<file path="src/rtl/fsgnj_exec_stage.sv">
// Sign-injection execute stage (fsgnj / fsgnjn / fsgnjx) feeding an in-order result FIFO.
// Optional macro FSGNJ_EXEC_PERF_EN adds release and stall counters (perf_cnt, perf_stall).
module fsgnj_exec_stage #(
    parameter int DEPTH = 2,
    parameter int TAGW  = 5
) (
    input  logic            clk,
    input  logic            rstn,
    input  logic            in_valid,
    output logic            in_ready,
    input  logic [1:0]      in_op,
    input  logic [31:0]     in_x1,
    input  logic [31:0]     in_x2,
    input  logic [TAGW-1:0] in_tag,
    output logic            out_valid,
    input  logic            out_ready,
    output logic [31:0]     out_y,
    output logic [TAGW-1:0] out_tag,
    output logic            out_illegal
`ifdef FSGNJ_EXEC_PERF_EN
    ,
    output logic [31:0]     perf_cnt,
    output logic [31:0]     perf_stall
`endif
);

    localparam int AW = $clog2(DEPTH);
    localparam int CW = AW + 1;

    typedef struct packed {
        logic [31:0]     y;
        logic [TAGW-1:0] tag;
        logic            ill;
    } entry_t;

    // Returns {illegal, y}; only the sign bit is ever rewritten.
    function automatic logic [32:0] sgnj(input logic [1:0] op, input logic [31:0] x1,
                                         input logic [31:0] x2);
        logic [32:0] r;
        case (op)
            2'b00:   r = {1'b0, x2[31], x1[30:0]};
            2'b01:   r = {1'b0, ~x2[31], x1[30:0]};
            2'b10:   r = {1'b0, x1[31] ^ x2[31], x1[30:0]};
            default: r = {1'b1, x1};
        endcase
        return r;
    endfunction

    logic [AW-1:0] wptr, rptr;
    logic [CW-1:0] count;
    logic          alive_q;
    logic          vld_p0, pop;
    logic [32:0]   res_p0;
    entry_t        ent_p0, head;
    entry_t        mem [DEPTH];

    // Stage p0: result formation at accept time
    assign res_p0 = sgnj(in_op, in_x1, in_x2);
    assign ent_p0 = '{y: res_p0[31:0], tag: in_tag, ill: res_p0[32]};

    // alive_q keeps in_ready low throughout reset and until the first edge after it
    assign in_ready  = alive_q && (count != CW'(DEPTH));
    assign out_valid = (count != '0);
    assign vld_p0    = in_valid && in_ready;
    assign pop       = out_valid && out_ready;

    always_ff @(posedge clk or negedge rstn) begin
        if (!rstn) begin
            wptr    <= '0;
            rptr    <= '0;
            count   <= '0;
            alive_q <= 1'b0;
        end else begin
            alive_q <= 1'b1;
            if (vld_p0) wptr <= wptr + 1'b1;
            if (pop)    rptr <= rptr + 1'b1;
            case ({vld_p0, pop})
                2'b10:   count <= count + 1'b1;
                2'b01:   count <= count - 1'b1;
                default: count <= count;
            endcase
        end
    end

    // Storage holds data only; emptiness is tracked by count, so no reset is needed here
    always_ff @(posedge clk) begin
        if (vld_p0) mem[wptr] <= ent_p0;
    end

    // Stage p1: head of FIFO drives the outputs, forced to zero when empty
    assign head        = mem[rptr];
    assign out_y       = out_valid ? head.y   : '0;
    assign out_tag     = out_valid ? head.tag : '0;
    assign out_illegal = out_valid && head.ill;

`ifdef FSGNJ_EXEC_PERF_EN
    always_ff @(posedge clk or negedge rstn) begin
        if (!rstn) begin
            perf_cnt   <= '0;
            perf_stall <= '0;
        end else begin
            if (pop)                   perf_cnt   <= perf_cnt + 32'd1;
            if (in_valid && !in_ready) perf_stall <= perf_stall + 32'd1;
        end
    end
`endif

endmodule
</file>
<file path="config.mk">
export PLATFORM = sky130hd
export DESIGN_NAME = fsgnj_exec_stage
export DESIGN_NICKNAME = d
export VERILOG_FILES = /design/src/rtl/fsgnj_exec_stage.sv
export SDC_FILE = /design/constraint.sdc
export NUM_CORES = 1
export LEC_CHECK = 0
export CAP_MARGIN = 20
export CORE_ASPECT_RATIO = 1.75
export CORE_MARGIN = 2
export CORE_UTILIZATION = 31
export CTS_CLUSTER_SIZE = 20
export DETAILED_ROUTE_END_ITERATION = 10
export PLACE_DENSITY_LB_ADDON = 0.1
export SYNTH_ARGS = -nofsm -noshare
export SYNTH_HDL_FRONTEND = slang
export SYNTH_SLANG_ARGS = --single-unit
</file>
<file path="constraint.sdc">
create_clock -name clk -period 3.7 [get_ports clk]
set_clock_uncertainty 0.1 [all_clocks]
set_input_delay 0.74 -clock clk [delete_from_list [all_inputs] [get_ports clk]]
set_output_delay 0.74 -clock clk [all_outputs]
set_load 0.03 [all_outputs]
</file>
# Word-level counts from Yosys, hierarchy flattened
# Memories as Yosys holds them, arrays and structs flattened.
# Index checks and enable logic that the tools add are counted.
dict set report word_totals {
  ff_bits 5
  mem_bits_rw 76
  in_bits 75
  out_inout_bits 40
  word_cells 29
  mem_count 1
}
# memory depth width rd rd_clocked_by_memory_dff write_ports line_no
set memory_table {}
lappend memory_table {mem 2 38 1 0 1 55} ;# entry_t mem [DEPTH];
dict set report classes {
  addsub 4
  n_eq_ne 5
  n_mux 6
  n_bitwise 2
  n_reduce_logical 7
}
# op count
set op_table {}
lappend op_table {{$pmux 33 s3} 1}
lappend op_table {{$mux 32} 1}
lappend op_table {{$mux 5} 1}
lappend op_table {{$eq 2x1->1 const B} 2}
lappend op_table {{$eq 2x2->1 const B} 2}
lappend op_table {{$logic_and 1x1->1} 4}
lappend op_table {{$pmux 2 s2} 1}
lappend op_table {{$reduce_bool 2->1} 2}
lappend op_table {{$add 1x1->1 const B} 2}
lappend op_table {{$add 2x1->2 const B} 1}
lappend op_table {{$logic_not 2->1} 1}
lappend op_table {{$mux 1} 2}
lappend op_table {{$ne 2x2->1 const B} 1}
lappend op_table {{$sub 2x1->2 const B} 1}
lappend op_table {{$not 1->1} 1}
lappend op_table {{$xor 1x1->1} 1}

# Logic depth before layout (Yosys ltp)
# Gate-level depths: netlist of run 1.
dict set report logic_depth {
  ltp_word 5
  ltp_mapped 7
  depth_no_buf 7
}

# Worst setup path before layout of run 1
# No wires, ideal clock.
dict set report synth_path {
  kind {input to register}
  startpoint {in in_valid}
  endpoint {mem mem[0][0] in the netlist's numbering, enable pin}
  setup_ns 0.433
  arrival_time_ns 2.461
  required_time_ns 3.167
  path_slack_ns 0.706
  cell_stages 2
  path_buffers 0
  path_cell_list {nand3_2 -> nor2_1}
}
dict set report synth_via {
  elab_chain_cells 3
}
# element line_no
set synth_lines {}
lappend synth_lines {{start, declared} 9} ;# input logic in_valid,
lappend synth_lines {{$logic_and 1x1->1} 64} ;# assign vld_p0 = in_valid && in_ready;
lappend synth_lines {{$mux 1} 87} ;# if (vld_p0) mem[wptr] <= ent_p0;
lappend synth_lines {{$mux 1 (implied by the code)} 87}
lappend synth_lines {{end, declared} 55}
# No other way between the ends.

# Worst setup path in the final report of run 1
dict set report layout_path {
  startpoint {reg count[0]}
  endpoint {out out_y[21]}
}
dict set report layout_via {
  elab_chain_cells 2
}
# element line_no
set layout_lines {}
lappend layout_lines {{start, declared} 50} ;# logic [CW-1:0] count;
lappend layout_lines {{start signal, assigned} 78} ;# 2'b10: count <= count + 1'b1;
lappend layout_lines {{start signal, assigned} 79} ;# 2'b01: count <= count - 1'b1;
lappend layout_lines {{start signal, assigned} 80} ;# default: count <= count;
lappend layout_lines {{$reduce_bool 2->1} 63} ;# assign out_valid = (count != '0);
lappend layout_lines {{$mux 32} 92} ;# assign out_y = out_valid ? head.y : '0;
lappend layout_lines {{end, declared} 17} ;# output logic [31:0] out_y,
# No other way between the ends.

==> flow_summary.toml, run 1 <==
[outcome]
status = "complete, no violations"

[grt]
grt_pass1_wl_um = 8890
antenna_found_initial = 0
grt_overflow_total = 0
grt_pass1_vias = 1820
grt_start_max_net_pins = 33
grt_use_total_pct = 11.3

[routing]
dr.pass1.iters = 4
top_layer = "met4"
drcViolationCount = 0
drtIter0Drc = 43
routed_wl_um = 6010
num_vias = 1774
wl_per_cell_um = 14.6
viasPerCell = 4.31
routed-wl-met2_um = 3260
ant_nets = 0
dr_wl_met3_um = 328
wl_met1_um = 2320

[cells_and_area]
mostFrequentLayoutCell = "clkdlybuf4s50_1"
syn_to_final_growth_pct = 40.0
drive_gt1_share_pct = 9.82
multi_input_area_um2 = 691
register_area_um2 = 2410
nNetsFinal = 356
layout_common_cells = "clkdlybuf4s50_1, edfxtp_1, nor2_1"
fill_cells = 966
num_antenna_cells = 0

[sta]
setup_violations = 0
finalHoldViolCount = 0
slew_viol_final = 0
post-route-min-period_ns = 3.04
whs_ns = 0.443
finalSetupTns_ns = 0
finalCritPeriodShare_pct = 82.1
maxSlewHeadroom_pct = 58.1
max_freq_ghz = 0.329
grt_setup_unrepaired = "false"
worst_pin_slew_ns = 0.627

[cts]
clk_latency_ns = 0.33
clockBufferDepth = 2
tritoncts = "done"
cts-buffers-inserted = 9
htreeDepth = 3
clock-root-buffer = "clkbuf_16"
cts_resized = 0
cts.sinks = 81
postCtsSetupBuffers = 0
ctsHoldBuffers = 0
cts.reportedPaths.clkPinSlew_ns = 0.06

[power]
p_seq_share_pct = 32.5
internal_power_mw = 2.35
clock_power_share_pct = 22.9
switching_share_pct = 36.3
ir_drop_mv = 0.373
p_leak_nw = 1.63
p_comb_share_pct = 44.6
p_per_area_nw_per_um2 = 826
power_switching_mw = 1.34

[synth]
syn_nets = 265
netlist_area_um2 = 3190
avgSynthCellArea_um2 = 16.9
synth_cell_types = 22
ys_seq_area_share_pct = 75.5
yosysWarnings = 0
synthCells = 189
synth-seq-cells = 81

[placement]
dp_hpwl_um = 3990
io_buffers = 83
finalWeightedCongestion = 0.653

[floorplan]
initial_core_util_pct = 31.3
num_rows = 49
die_x_um = 80.7
die_h_um = 138
boundaryPins = 115
core_area_um2 = 10200
dieArea_um2 = 11200

[critical_path]
worstSetupPathType = "reg2out"
cp.arrival_ns = 2.20
cp.required_ns = 2.86
startpoint_type = "flop"
worst-path-max-fanout = 20
crit_path_end_kind = "output pin"

[job]
drv_cap = 0

[worst_hold_path]
hold_path.class = "reg2reg"
## power groups by stage
stage                     sequential, mW  clock [mW]  combinational (mW)
after floorplan                     1.20           0                1.08
after global placement              1.21           0                1.69
after detailed placement            1.22           0                1.68
after CTS                           1.20       0.873                1.69
after global routing                1.21       0.898                1.76
final                               1.20       0.844                1.65
## critical path, cell delays in order (launching register included)
cell             delay (ns)
dfrtp_1                0.44
nor2_4                 0.45
buf_4                  0.29
nor2_1                 0.08
clkdlybuf4s50_1        0.60
## registers in the layout, summed over array words and instances, names as in the netlist
signal	count
mem	76
wptr	1
rptr	1
count	2
alive_q	1
## area by class of cell
cell class                      instances  share of cell area [%]
Tap cell                              127                    3.56
Clock inverter                          7                    1.37
Multi-Input combinational cell         97                    15.5
Inverter                                2                   0.168
Sequential cell                        81                    53.9
Clock buffer                            9                    5.04
Timing Repair Buffer                   89                    20.5
## per-stage QoR
step / power, mW / std cells / instance area (µm²) / utilization (%) / setup WS, ns
final: 3.69 / 412 / 4470 / 43.9 / 0.664
after global routing: 3.87 / 412 / 4470 / 43.9 / 0.501
after CTS: 3.76 / 412 / 4470 / 43.9 / 0.562
after detailed placement: 2.90 / 396 / 4180 / 41.1 / 0.933
after global placement: 2.90 / 396 / 4180 / 41.1 / 0.939
after floorplan: 2.29 / 189 / 3190 / - / 0.706
## cell usage after synthesis (all sizes together)
master	count	area, µm²
edfxtp	76	2280
nor2	42	160
mux2i	38	380
buf	9	105
dfrtp	5	125
and2	3	21.3
nand2b	3	18.8
xnor2	3	26.3
inv	2	7.50
nand3	2	15.0
xor2	2	17.5
a21o	1	7.51
conb	1	3.75
ha	1	12.5
o211ai	1	7.51
## cells by family (layout without fill, tap and decap cells)
logic type / after synthesis / in the layout / share of synthesized area [%]
compound gates: 2 / 2 / 0.471
xor+xnor: 5 / 5 / 1.37
fa+ha+maj: 1 / 1 / 0.392
buf+inv: 11 / 107 / 3.53
flops: 81 / 81 / 75.5
mux: 38 / 38 / 11.9
other cells: 1 / 1 / 0.118
simple gates: 50 / 50 / 6.75
## per-layer routing
metal / vias up / global-route usage [%]
met4: 0 / 5.62
met1: 847 / 11.8
li1: 866 / -
met2: 54 / 19.2
met3: 7 / 4.37
met5: - / 0
## final timing paths
kind                               start         end  slack [ns]  depth (start not counted)
worst max-delay path            count[0]   out_y[21]        0.66                          4
worst min-delay path            count[1]    count[1]        0.44                          1
worst max register to register  count[0]  mem[0][16]        1.71                          4
worst min register to register  count[1]    count[1]        0.44                          1
max in group asynchronous           rstn        rptr        2.76                          1
min in group asynchronous           rstn        wptr        0.53                          1
No activity file was read; power rests on OpenSTA's default activity.
==> inputs of run 2 (changes only) <==
==> constraint.sdc (replaced) <==
create_clock -name clk -period 2.69 [get_ports clk]
set_clock_uncertainty 0.1 [all_clocks]
set_input_delay 0.538 -clock clk [delete_from_list [all_inputs] [get_ports clk]]
set_output_delay 0.538 -clock clk [all_outputs]
set_load 0.03 [all_outputs]
==> flow_summary.toml, run 2 (synthesized netlist as in run 1, its figures left out) <==
[outcome]
status = "complete, no violations"

[cells_and_area]
register_area_um2 = 2410
fill_cells = 987
nNetsFinal = 357
top_register = "mem"
num_antenna_cells = 0
top_regs = "mem: 76 flops, count: 2 flops"
layout_common_cells = "clkdlybuf4s50_1, edfxtp_1, nor2_1"
drive_gt1_share_pct = 10.1
final_core_util_pct = 43.7
finish.instance_area_um2 = 4450
multi_input_area_um2 = 691
largest_reg_flops = 76
mostFrequentLayoutCell = "clkdlybuf4s50_1"
syn_to_final_growth_pct = 39.4

[grt]
grt_use_total_pct = 11.5
grt_overflow_total = 0
grt_start_max_net_pins = 40
antenna_found_initial = 0
grt_pass1_vias = 1930
grt_pass1_wl_um = 9430

[critical_path]
regToRegStartpoint = "count[0]"
r2r_end = "count[1]"
r2r_slack_ns = 0.87
cp.required_ns = 2.05
worst-path-max-fanout = 39
cp.arrival_ns = 1.93
worstSetupStartpoint = "rptr"
reg2reg_depth = 7
startpoint_type = "flop"
worstSetupPathType = "reg2out"
crit_path_end_kind = "output pin"
endpoint = "out_y[27]"

[sta]
worst_slack_ns = 0.118
finalCritPeriodShare_pct = 95.6
slew_viol_final = 0
grt_setup_unrepaired = "false"
finalHoldViolCount = 0
max_freq_ghz = 0.389
post-route-min-period_ns = 2.57
setup_violations = 0

[routing]
drcViolationCount = 0
wl_per_cell_um = 14.6
drtIter0Drc = 152
dr.pass1.iters = 4
viasPerCell = 4.37
num_vias = 1806
routed_wl_um = 6030
ant_nets = 0

[cts]
cts-buffers-inserted = 9
tritoncts = "done"
ctsHoldBuffers = 0
postCtsSetupBuffers = 0
clock-root-buffer = "clkbuf_16"
cts_resized = 0
htreeDepth = 3
cts.sinks = 81
clk_latency_ns = 0.32
clockBufferDepth = 2
cts.reportedPaths.clkPinSlew_ns = 0.06

[placement]
dp_slack_ns = 0.408
dp_hpwl_um = 3880
finalWeightedCongestion = 0.647
placed_cell_area_um2 = 4160
io_buffers = 83

[floorplan]
initial_core_util_pct = 31.3
boundaryPins = 115
dieArea_um2 = 11200
core_area_um2 = 10200
num_rows = 49
die_h_um = 138
die_x_um = 80.7

[worst_hold_path]
hold_path.class = "in2async"

[power]
p_leak_nw = 1.63
ir_drop_mv = 0.865
p_per_area_nw_per_um2 = 1140

[job]
drv_cap = 0
run 2: cell count changes in the layout (fill, tap and decap cells not counted), sizes merged:
cell,delta
buf,+1
run 2: stage by stage:
stage / TNS (ns) / std cells / power, mW / hold WS [ns]
floorplan: -8.78 / 189 / 3.15 / 0.142
global placement: 0 / 397 / 3.97 / 0.439
detailed placement: 0 / 397 / 3.97 / 0.447
CTS: 0 / 413 / 5.15 / 0.337
global route: 0 / 413 / 5.32 / 0.351
finish: 0 / 413 / 5.06 / 0.347
run 2: final cells by class:
cell class | count | share of cell area, %
sequential | 81 | 54.1
clock inverter | 7 | 1.38
clock buffer | 9 | 5.06
inverter | 2 | 0.169
tap | 127 | 3.57
timing repair buffer | 90 | 20.1
multi-input combinational | 97 | 15.5
run 2: per-layer routing:
metal	up-vias	share of wire [%]	track usage, %
met5	-	0	0
met4	0	1.3	5.35
met3	6	5.9	3.39
met2	62	56	20.4
met1	870	37	12.3
li1	868	-	-
run 2: worst min-delay path by stage:
stage | start | end | slack, ns | depth (start not counted)
floorplan | rstn | alive_q | 0.14 | 0
global placement | wptr | wptr | 0.44 | 1
detailed placement | wptr | wptr | 0.45 | 1
CTS | rstn | count[1] | 0.34 | 1
global route | rstn | count[1] | 0.35 | 1
finish | rstn | count[1] | 0.35 | 1
run 2: critical path, stage by stage, from the launching register on:
cell and delay (ns):
dfrtp_2 0.37, buf_12 0.28, mux2i_1 0.12, nor2_1 0.14, clkdlybuf4s50_1 0.69
run 2: power by group:
part	leakage, nW	total [mW]	internal (mW)	switching, mW
sequential	0.752	1.65	1.58	0.0719
combinational	0.737	2.25	0.931	1.32
clock	0.142	1.16	0.708	0.452
==> inputs of run 3 (changes only) <==
--- a/config.mk
+++ b/config.mk
@@ -9,9 +9,11 @@
 export CORE_ASPECT_RATIO = 1.75
 export CORE_MARGIN = 2
 export CORE_UTILIZATION = 31
+export CTS_CLUSTER_DIAMETER = 150
 export CTS_CLUSTER_SIZE = 20
 export DETAILED_ROUTE_END_ITERATION = 10
 export PLACE_DENSITY_LB_ADDON = 0.1
+export SLEW_MARGIN = 15
 export SYNTH_ARGS = -nofsm -noshare
 export SYNTH_HDL_FRONTEND = slang
 export SYNTH_SLANG_ARGS = --single-unit
==> results of run 3 <==
The final DEF is identical to that of run 2; final timing and power are the same.
